File: src/rtl/chaos_lfsr_whitener.sv
// Whitens Q8.8 chaotic samples into OUT_W-bit random words using a Galois LFSR reseeded per sample.
// Optional statistics ports (reseed_count, zero_fix_count) are enabled by defining CLFSR_STATS_EN.
module chaos_lfsr_whitener #(
  parameter int                LFSR_W       = 16,
  parameter logic [LFSR_W-1:0] TAPS         = 16'hB400,
  parameter logic [LFSR_W-1:0] LFSR_INIT    = 16'hACE1,
  parameter int                OUT_W        = 8,
  parameter int                RESEED_WORDS = 4
) (
  input  logic             clk,
  input  logic             reset_n,
  input  logic             start,
  input  logic             stop,
  input  logic [15:0]      x_in,
  input  logic             x_valid,
  output logic             x_ready,
  output logic [OUT_W-1:0] rnd_out,
  output logic             rnd_valid,
  input  logic             rnd_ready,
`ifdef CLFSR_STATS_EN
  output logic [15:0]      reseed_count,
  output logic [7:0]       zero_fix_count,
`endif
  output logic             busy
);

  localparam int BCW = 5;
  localparam int WCW = (RESEED_WORDS < 2) ? 1 : $clog2(RESEED_WORDS + 1);

  typedef enum logic [1:0] {IDLE, SEED, RUN, HOLD} state_t;

  state_t             state_q, state_d;
  logic [LFSR_W-1:0]  lfsr_q;
  logic [7:0]         samp_q;
  logic [BCW-1:0]     bit_cnt_q;
  logic [WCW-1:0]     word_cnt_q;
  logic [OUT_W-1:0]   rnd_out_q;
  logic               rnd_valid_q;

  logic [LFSR_W-1:0]  mix;
  logic               new_bit;
  logic [OUT_W-1:0]   rnd_shift;
  logic               seed_fire, shift_en, word_fire, last_bit, last_word;

  function automatic logic [LFSR_W-1:0] lfsr_step(input logic [LFSR_W-1:0] l);
    return l[0] ? ((l >> 1) ^ TAPS) : (l >> 1);
  endfunction

  function automatic logic [15:0] sat_inc16(input logic [15:0] v);
    return (v == 16'hFFFF) ? v : v + 16'd1;
  endfunction

  function automatic logic [7:0] sat_inc8(input logic [7:0] v);
    return (v == 8'hFF) ? v : v + 8'd1;
  endfunction

  // Sample byte-swap spreads the chaotic fraction into the LFSR's high half
  assign mix       = lfsr_q ^ {x_in[7:0], x_in[15:8]};
  assign new_bit   = lfsr_q[0] ^ samp_q[bit_cnt_q[2:0]];
  assign last_bit  = (bit_cnt_q == BCW'(OUT_W - 1));
  assign last_word = (word_cnt_q == WCW'(RESEED_WORDS - 1));

  // stop gates x_ready so an aborted SEED never appears to accept a sample
  assign x_ready   = (state_q == SEED) && !stop;
  assign seed_fire = x_ready && x_valid;
  assign shift_en  = (state_q == RUN) && !stop;
  assign word_fire = (state_q == HOLD) && rnd_ready;

  generate
    if (OUT_W == 1) begin : g_shift1
      assign rnd_shift = new_bit;
    end else begin : g_shiftn
      assign rnd_shift = {rnd_out_q[OUT_W-2:0], new_bit};
    end
  endgenerate

  always_comb begin
    state_d = state_q;
    case (state_q)
      IDLE: if (start)     state_d = SEED;
      SEED: if (x_valid)   state_d = RUN;
      RUN:  if (last_bit)  state_d = HOLD;
      HOLD: if (rnd_ready) state_d = last_word ? SEED : RUN;
      default:             state_d = IDLE;
    endcase
    if (stop) state_d = IDLE;
  end

  always_ff @(posedge clk or negedge reset_n) begin
    if (!reset_n) state_q <= IDLE;
    else          state_q <= state_d;
  end

  always_ff @(posedge clk or negedge reset_n) begin
    if (!reset_n) begin
      lfsr_q      <= LFSR_INIT;
      samp_q      <= '0;
      bit_cnt_q   <= '0;
      word_cnt_q  <= '0;
      rnd_out_q   <= '0;
      rnd_valid_q <= 1'b0;
    end else begin
      if (seed_fire) begin
        lfsr_q     <= (mix == '0) ? LFSR_W'(1) : mix;
        samp_q     <= x_in[7:0];
        bit_cnt_q  <= '0;
        word_cnt_q <= '0;
      end
      if (shift_en) begin
        lfsr_q    <= lfsr_step(lfsr_q);
        rnd_out_q <= rnd_shift;
        bit_cnt_q <= bit_cnt_q + BCW'(1);
      end
      if (word_fire) begin
        word_cnt_q <= word_cnt_q + WCW'(1);
        bit_cnt_q  <= '0;
      end
      if (stop)                      rnd_valid_q <= 1'b0;
      else if (shift_en && last_bit) rnd_valid_q <= 1'b1;
      else if (word_fire)            rnd_valid_q <= 1'b0;
    end
  end

`ifdef CLFSR_STATS_EN
  logic [15:0] reseed_cnt_q;
  logic [7:0]  zero_fix_q;

  always_ff @(posedge clk or negedge reset_n) begin
    if (!reset_n) begin
      reseed_cnt_q <= '0;
      zero_fix_q   <= '0;
    end else if (seed_fire) begin
      reseed_cnt_q <= sat_inc16(reseed_cnt_q);
      if (mix == '0) zero_fix_q <= sat_inc8(zero_fix_q);
    end
  end

  assign reseed_count   = reseed_cnt_q;
  assign zero_fix_count = zero_fix_q;
`endif

  assign rnd_out   = rnd_out_q;
  assign rnd_valid = rnd_valid_q;
  assign busy      = (state_q != IDLE);

endmodule
File: config.mk
export PLATFORM = sky130hd
export DESIGN_NAME = chaos_lfsr_whitener
export DESIGN_NICKNAME = d
export VERILOG_FILES = /design/src/rtl/chaos_lfsr_whitener.sv
export SDC_FILE = /design/constraint.sdc
export NUM_CORES = 1
export LEC_CHECK = 0
export CORE_ASPECT_RATIO = 1.75
export CORE_UTILIZATION = 25
export DETAILED_ROUTE_END_ITERATION = 10
export PLACE_DENSITY = 0.47
export SKIP_LAST_GASP = 1
export SLEW_MARGIN = 20
export SYNTH_ARGS = -nofsm -noshare
export SYNTH_HDL_FRONTEND = slang
export SYNTH_SLANG_ARGS = --single-unit
File: constraint.sdc
create_clock -name clk -period 3.8 [get_ports clk]
set_input_delay 0.57 -clock clk [delete_from_list [all_inputs] [get_ports clk]]
set_output_delay 0.57 -clock clk [all_outputs]
set_load 0.02 [all_outputs]
After elaboration in Yosys (flattened, before gate mapping)
Index checks and enable logic that the tools add are counted.
{"block": "word_totals", "ff_bits": 43, "in_bits": 22, "out_inout_bits": 11, "word_cells": 57}
{"block": "op_classes", "add_sub_neg": 2, "magnitude_cmp": 1, "n_eq_ne": 9, "n_mux": 21, "bitwise": 3, "reduce_logical": 14}
{"cell": "2-to-1 mux 16 bit", "n": 4}
{"cell": "logical NOT 16 bit", "n": 1}
{"cell": "XOR 16 bit", "n": 1}
{"cell": "2-to-1 mux 5 bit", "n": 3}
{"cell": "2-to-1 mux 2 bit", "n": 6}
{"cell": "!= test 3 bit, second input constant", "n": 4}
{"cell": "case mux 2 bit (4 select lines)", "n": 1}
{"cell": "2-to-1 mux 3 bit", "n": 2}
{"cell": "nonzero test 2 bit", "n": 3}
{"cell": "nonzero test 3 bit", "n": 2}
{"cell": "adder 5 x 1 -> 5 bit, second input constant", "n": 1}
{"cell": "equality test 5 x 3 -> 1 bit, second input constant", "n": 1}
{"cell": "logical AND 1 bit", "n": 5}
{"cell": "equality test 2 bit, second input constant", "n": 2}
{"cell": "< comparator 3 x 4 -> 1 bit, second input constant", "n": 1}
{"cell": "2-to-1 mux 1 bit", "n": 4}
{"cell": "NOT 3 -> 4 bit", "n": 1}
{"cell": "AND reduction 4 bit", "n": 1}
{"cell": "adder 3 x 1 -> 3 bit, second input constant", "n": 1}
{"cell": "binary-select mux 1 bit (select 3 bit)", "n": 1}
{"cell": "equality test 3 x 2 -> 1 bit, second input constant", "n": 1}
{"cell": "equality test 2 x 1 -> 1 bit, second input constant", "n": 1}
{"cell": "logical NOT 2 bit", "n": 1}
{"cell": "logical NOT 1 bit", "n": 1}
{"cell": "XOR 1 bit", "n": 1}

Logic depth before layout (Yosys ltp)
Gate-level depths: netlist of the first run.
{"block": "depth", "depth_word": 6, "ltp_mapped": 8, "ltp_nobuf": 5}

Least setup slack after synthesis of the first run
OpenSTA, ideal clock, no wires.
{"block": "synth_timing", "kind": "input-to-reg", "startpoint": "input stop", "endpoint": "register lfsr_q[10]", "setup_time_ns": 0.079, "t_arrival_ns": 1.636, "required_time_ns": 3.721, "setup_slack_ns": 2.086, "path_stages": 6, "path_buffers": 1, "path_cell_list": "nor3b_4 -> and2_1 -> buf_4 -> nand2_1 -> xor2_1 -> o21ai_0"}
{"block": "synth_between", "elab_chain_cells": 4, "word_cells_on_any_way": 6, "classes_between": "1 x mux; 5 x reduce/logical"}
{"element": "start: declaration", "line_no": "13", "text": "input logic stop,"}
{"element": "logical NOT 1 bit *", "line_no": "64, 66"}
{"element": "logical AND 1 bit", "line_no": "64", "text": "assign x_ready = (state_q == SEED) && !stop;"}
{"element": "logical AND 1 bit", "line_no": "65", "text": "assign seed_fire = x_ready && x_valid;"}
{"element": "nonzero test 2 bit (no source line)"}
{"element": "end signal: assignment", "line_no": "104", "text": "lfsr_q <= (mix == '0) ? LFSR_W'(1) : mix;"}
{"element": "end signal: assignment", "line_no": "110", "text": "lfsr_q <= lfsr_step(lfsr_q);"}
{"element": "end: declaration", "line_no": "33", "text": "logic [LFSR_W-1:0] lfsr_q;"}
Mark *: on every way between the ends. The rest lies on a longest branch, timed or not.
A chain may end at the register's enable or synchronous reset.

Final worst setup path of the first run
{"block": "layout_timing", "startpoint": "input stop", "endpoint": "output x_ready"}
{"block": "layout_between", "elab_chain_cells": 2}
{"element": "logical NOT 1 bit", "line_no": "64"}
{"element": "logical AND 1 bit", "line_no": "64"}
{"element": "end: declaration", "line_no": "16", "text": "output logic x_ready,"}
Every way passes these cells.

==> results.sh, run 1 <==
export IMPL_outcome="complete, no violations"
export IMPL_setup_worst_path_end_class="output pin"
export IMPL_tightestPinTransition_ps=571
export IMPL_ys_flop_type="dfrtp_1"
export IMPL_io_buffers=32
export IMPL_ys_warn_count=0
export IMPL_yosysUniqueCellTypes=44
export IMPL_cap_violations=0
export IMPL_grt_pass1_vias=1819
export IMPL_synth_edff_count=0
export IMPL_synthToLayoutAreaGrowth_pct=24.7
export IMPL_fill_cells=948
export IMPL_synth_nets=267
export IMPL_fin_tns_setup_ps=0
export IMPL_dpl_worst_slack_ps=1130
export IMPL_fin_skew_ps=7.35
export IMPL_avgViaCountPerCell=4.63
export IMPL_dpl_instance_area_um2=2720
export IMPL_ff2ff_path_depth=5
export IMPL_antenna_found_initial=0
export IMPL_rows=46
export IMPL_crit_fanout=7
export IMPL_grt_max_degree=44
export IMPL_drcViolationCount=0
export IMPL_wl_per_cell_um=14.4
export IMPL_worstSetupStartpointType="input port"
export IMPL_dpl_hpwl_um=3880
export IMPL_grt_pass1_wl_um=9290
export IMPL_rr_endpoint="bit_cnt_q[2]$_DFFE_PN0P_"
export IMPL_synth_xor_area_share=0.0676
export IMPL_hp_class="in2async"
export IMPL_synthSimpleGateAreaFrac=0.211
export IMPL_synth_top_family_by_area="simple AND/OR/NAND/NOR gates"
export IMPL_netlist_area_um2=2330
export IMPL_nNetsFinal=295
export IMPL_r2r_slack_ps=1830
export IMPL_final_util=0.322
export IMPL_leakagePower_nw=1.20
export IMPL_ys_seq_elements=43
export IMPL_firstDrtPassIters=4
export IMPL_vias=1810
export IMPL_grt_usage=0.130
export IMPL_clk_latency_ps=290
export IMPL_stdcell_area_um2=2910
export IMPL_die_y_um=130
export IMPL_cts_resized=0
export IMPL_coreArea_um2=9040
export IMPL_arrival_ps=2080
export IMPL_ctsHoldBuffers=0
export IMPL_setup_viol=0
export IMPL_fmax_mhz=377
export IMPL_start_util=0.258
export IMPL_reg2reg_from="state_q[0]$_DFFE_PN0P_"
export IMPL_ant_nets=0
export IMPL_ioPinCount=33
export IMPL_cts_max_level=2
export IMPL_cts_sinks=43
export IMPL_cts_buffers=5
export IMPL_path_clk_slew_ps=60
export IMPL_cts_buffer_depth=2
export IMPL_layout_setup_ws_ps=1150
export IMPL_vdd_drop_max_uv=181
export IMPL_gp_congestion=0.767
export IMPL_synth_area_mux_share=0.0236
export IMPL_final_hold_violation_count=0
export IMPL_wirelength_um=5640
export IMPL_drive_above_1_share=0.118
export IMPL_fin_crit_sh=0.698
export IMPL_async_flop_share=1.00
export IMPL_rsz0062_at_grt="false"
export IMPL_cts_tree="yes"
export IMPL_die_area_um2=9730
export IMPL_avgSynthCellArea_um2=9.63
export IMPL_regArea_um2=1090
export IMPL_die_x_um=75.0
export IMPL_min_period_ps=2650
export IMPL_synthAdderAreaFrac=0.0161
export IMPL_antennaDiodeCount=0
export IMPL_syn_inst=242
export IMPL_crit_type="in2out"
export IMPL_cts_root_buffer_cell="clkbuf_16"
export IMPL_drt_iter0_drc=102
export IMPL_multi_input_area_um2=1120
export IMPL_required_ps=3230
export IMPL_slew_violations=0
export IMPL_grt_overflow_total=0
export IMPL_synth_compound_area_share=0.160
export IMPL_cellPowerDensity_nw_per_um2=622
export IMPL_cts_setup_buffers=0
export IMPL_synth_seq_area_share=0.466
export IMPL_slew_headroom=0.619
## layout by cell type, fill, tap and decap left out, drive strengths merged, types with 2 or more instances in the layout
master and n:
a21oi 5, a221o 11, buf 2, bufinv 2, clkbuf 6, clkdlybuf4s50 31
dfrtp 35, dfstp 8, ha 3, inv 10, mux4 2, nand2 59
nand2b 6, nand3 7, nand4 3, nor2 10, nor3 4, nor3b 6
o2111ai 2, o21ai 26, o22ai 2, xnor2 8, xor2 10
## state kept, by name (all words and copies together), names as in the netlist
| signal | count |
|---|---|
| lfsr_q | 16 |
| rnd_out | 8 |
| state_q | 2 |
| bit_cnt_q | 5 |
| rnd_valid | 1 |
| samp_q | 8 |
| word_cnt_q | 3 |
## synthesized netlist by cell type (all sizes together), types with 2 or more instances
master | number | area share
nor3 | 4 | 0.011
nand3 | 7 | 0.015
dfrtp | 35 | 0.38
ha | 3 | 0.016
xor2 | 10 | 0.038
o2111ai | 2 | 0.0075
mux4 | 2 | 0.019
buf | 9 | 0.033
clkbuf | 3 | 0.0048
xnor2 | 8 | 0.030
inv | 10 | 0.017
dfstp | 8 | 0.090
nor3b | 6 | 0.024
o22ai | 2 | 0.0054
nor2 | 10 | 0.016
a221o | 11 | 0.047
o21ai | 26 | 0.065
a21oi | 5 | 0.011
nand2 | 59 | 0.11
nand4 | 3 | 0.0081
nand2b | 6 | 0.016
## cell families (layout without fill, tap and decap cells)
group / Yosys count / after routing
AND/OR/NAND/NOR: 100 / 100
multiplexers: 3 / 3
buffers and inverters: 22 / 51
flip-flops: 43 / 43
AO/OA/AOI/OAI: 53 / 53
adder cells (fa/ha/maj): 3 / 3
XOR/XNOR: 18 / 18
## final cells by class
class / instances / area share
well taps: 120 / 0.0517
inverters: 10 / 0.0138
multi-input cells: 177 / 0.384
flip-flops and latches: 43 / 0.374
repair buffers: 33 / 0.112
clock buffers: 6 / 0.0443
clock inverters: 2 / 0.0207
## metrics by stage
step                hold WS [ps]  cells  total power, W
CTS                          479    391         0.00183
global placement             460    383         0.00125
detailed placement           462    383         0.00126
finish                       275    391         0.00181
global route                 327    391         0.00191
floorplan                    274    242         0.00108
## how the worst max path moves through the flow
stage          startpoint  slack, ps                     end  depth (start not counted)
2_1_floorplan        stop       2090  lfsr_q[10]$_DFFE_PN1P_                          6
3_5_place_dp         stop       1130                 x_ready                          3
5_1_grt              stop       1080                 x_ready                          3
3_3_place_gp         stop       1150                 x_ready                          3
6_report             stop       1150                 x_ready                          3
4_1_cts              stop       1130                 x_ready                          3
## report_power, final
part           switching [W]  internal [W]
sequential          0.000157      0.000627
combinational       0.000207      0.000251
clock               0.000188      0.000377
total               0.000551       0.00126
## routing by layer
metal  vias up  share of wire  GRT usage
li1        895              -          -
met1       881           0.41      0.148
met2        25           0.54      0.228
met3         9          0.025     0.0232
met4         0          0.023     0.0610
met5         -              0          0
## critical path, stage by stage
cell	delay (ps)
clkdlybuf4s50_1	560
nor3b_4	300
clkdlybuf4s50_1	650
Note: power is estimated with default switching activity, not from simulation.
==> run 2, diff against run 1 <==
clock period = 2.5 ns   (was 3.8 ns; I/O delays follow)
==> run 2 against run 1 <==
  * Worst hold slack lost 120 ps
  * Sequential cell count stayed put
  * Final cell count is 1.0% higher
  * Sequential power grew 53%
  * Utilization grew 0.083 points
  * Via count up 0.22%
  * Sequential share of layout area decreased by 0.096 points
  * Highest routed layer unchanged
==> results.sh, run 2 (synthesis gave the netlist of run 1 again) <==
export IMPL_die_area_um2=9730
export IMPL_start_util=0.258
export IMPL_setup_viol=0
export IMPL_drt_iter0_drc=89
export IMPL_grt_usage=0.132
export IMPL_power_total_w=0.00266
export IMPL_wl_per_cell_um=14.4
export IMPL_drive_above_1_share=0.135
export IMPL_fin_tns_setup_ps=0
export IMPL_grt_overflow_total=0
export IMPL_ioPinCount=33
export IMPL_nNetsFinal=299
export IMPL_antenna_found_initial=0
export IMPL_path_clk_slew_ps=60
export IMPL_most_common_layout_cells="nand2_1 (57), dfrtp_1 (35), clkdlybuf4s50_1 (31)"
export IMPL_cp_endpoint="x_ready"
export IMPL_stdcell_area_um2=2910
export IMPL_vdd_drop_max_uv=345
export IMPL_hp_class="in2async"
export IMPL_final_hold_violation_count=0
export IMPL_fmax_mhz=456
export IMPL_rows=46
export IMPL_cts_max_level=2
export IMPL_slew_violations=0
export IMPL_drcViolationCount=0
export IMPL_rsz0062_at_grt="false"
export IMPL_cts_buffer_depth=2
export IMPL_antennaDiodeCount=0
export IMPL_cts_sinks=43
export IMPL_required_ps=2120
export IMPL_leakagePower_nw=1.21
export IMPL_cellPowerDensity_nw_per_um2=912
export IMPL_r2r_slack_ps=610
export IMPL_fill_cells=976
export IMPL_grt_pass1_vias=1834
export IMPL_crit_type="reg2out"
export IMPL_arrival_ps=1820
export IMPL_die_y_um=130
export IMPL_grt_max_degree=44
export IMPL_reg2reg_from="state_q[0]$_DFFE_PN0P_"
export IMPL_firstDrtPassIters=4
export IMPL_worstSetupStartpointType="register"
export IMPL_clk_latency_ps=290
export IMPL_dpl_hpwl_um=4060
export IMPL_cts_tree="yes"
export IMPL_die_x_um=75.0
export IMPL_ff2ff_path_depth=5
export IMPL_regMostFlops="lfsr_q"
export IMPL_slew_headroom=0.620
export IMPL_setup_worst_path_end_class="output pin"
export IMPL_tightestPinTransition_ps=570
export IMPL_grt_pass1_wl_um=9370
export IMPL_largest_register_ffs=16
export IMPL_synthToLayoutAreaGrowth_pct=25.0
export IMPL_vias=1814
export IMPL_cts_buffers=5
export IMPL_cts_setup_buffers=0
export IMPL_cap_violations=0
export IMPL_min_period_ps=2190
export IMPL_cts_root_buffer_cell="clkbuf_16"
export IMPL_worstSetupStartpoint="state_q[0]$_DFFE_PN0P_"
export IMPL_fin_crit_sh=0.877
export IMPL_coreArea_um2=9040
export IMPL_outcome="complete, no violations"
export IMPL_gp_congestion=0.725
export IMPL_ant_nets=0
export IMPL_crit_fanout=11
export IMPL_cts_resized=0
export IMPL_rr_endpoint="bit_cnt_q[2]$_DFFE_PN0P_"
export IMPL_final_util=0.322
export IMPL_wirelength_um=5700
export IMPL_dpl_instance_area_um2=2750
export IMPL_hold_ws_ps=158
export IMPL_avgViaCountPerCell=4.59
export IMPL_io_buffers=32
export IMPL_final_common_cell="nand2_1"
export IMPL_ctsHoldBuffers=0
export IMPL_fin_skew_ps=4.29
==> run 2: cell count changes in the layout (fill, tap and decap cells not counted), sizes merged <==
cell	change
clkbuf	-1
bufinv	-1
clkinv	+2
buf	+4
==> run 2: final cells by class <==
class | instances | area [µm²] | share of cell area
well taps | 120 | 150 | 0.0515
clock inverters | 3 | 43.8 | 0.0150
repair buffers | 37 | 353 | 0.121
clock buffers | 5 | 125 | 0.0429
multi-input cells | 177 | 1120 | 0.383
flip-flops and latches | 43 | 1090 | 0.373
inverters | 10 | 40.0 | 0.0137
==> run 2: worst min-delay path by stage <==
stage	cells after the start	slack, ps	end	from
floorplan	0	80	bit_cnt_q[0]$_DFFE_PN0P_	reset_n
detailed placement	2	460	samp_q[4]$_DFFE_PN0P_	samp_q[4]$_DFFE_PN0P_
CTS	2	180	word_cnt_q[0]$_DFFE_PN0P_	reset_n
global route	2	210	word_cnt_q[0]$_DFFE_PN0P_	reset_n
global placement	2	460	samp_q[4]$_DFFE_PN0P_	samp_q[4]$_DFFE_PN0P_
finish	2	160	lfsr_q[4]$_DFFE_PN0P_	reset_n
==> run 2: critical path, stage by stage, from the launching register on <==
cell and delay (ps):
dfrtp_1 550, nor3b_4 320, clkdlybuf4s50_1 650
==> run 2: power breakdown <==
part           internal [W]  switching, W  total, W
combinational      0.000384      0.000317  0.000701
clock              0.000471      0.000288  0.000759
sequential         0.000954      0.000243   0.00120
==> run 2: per-layer routing <==
| layer | GRT usage | routed length (µm) |
|---|---|---|
| met5 | 0 | 0 |
| met2 | 0.236 | 3220 |
| met1 | 0.149 | 2210 |
| met4 | 0.0566 | 114 |
| met3 | 0.0239 | 159 |
==> run 2: metrics by stage <==
| stage | worst slack (ps) | instances |
|---|---|---|
| 2_1_floorplan | 844 | 242 |
| 3_3_place_gp | 352 | 387 |
| 3_5_place_dp | 332 | 387 |
| 4_1_cts | 276 | 395 |
| 5_1_grt | 197 | 395 |
| 6_report | 308 | 395 |
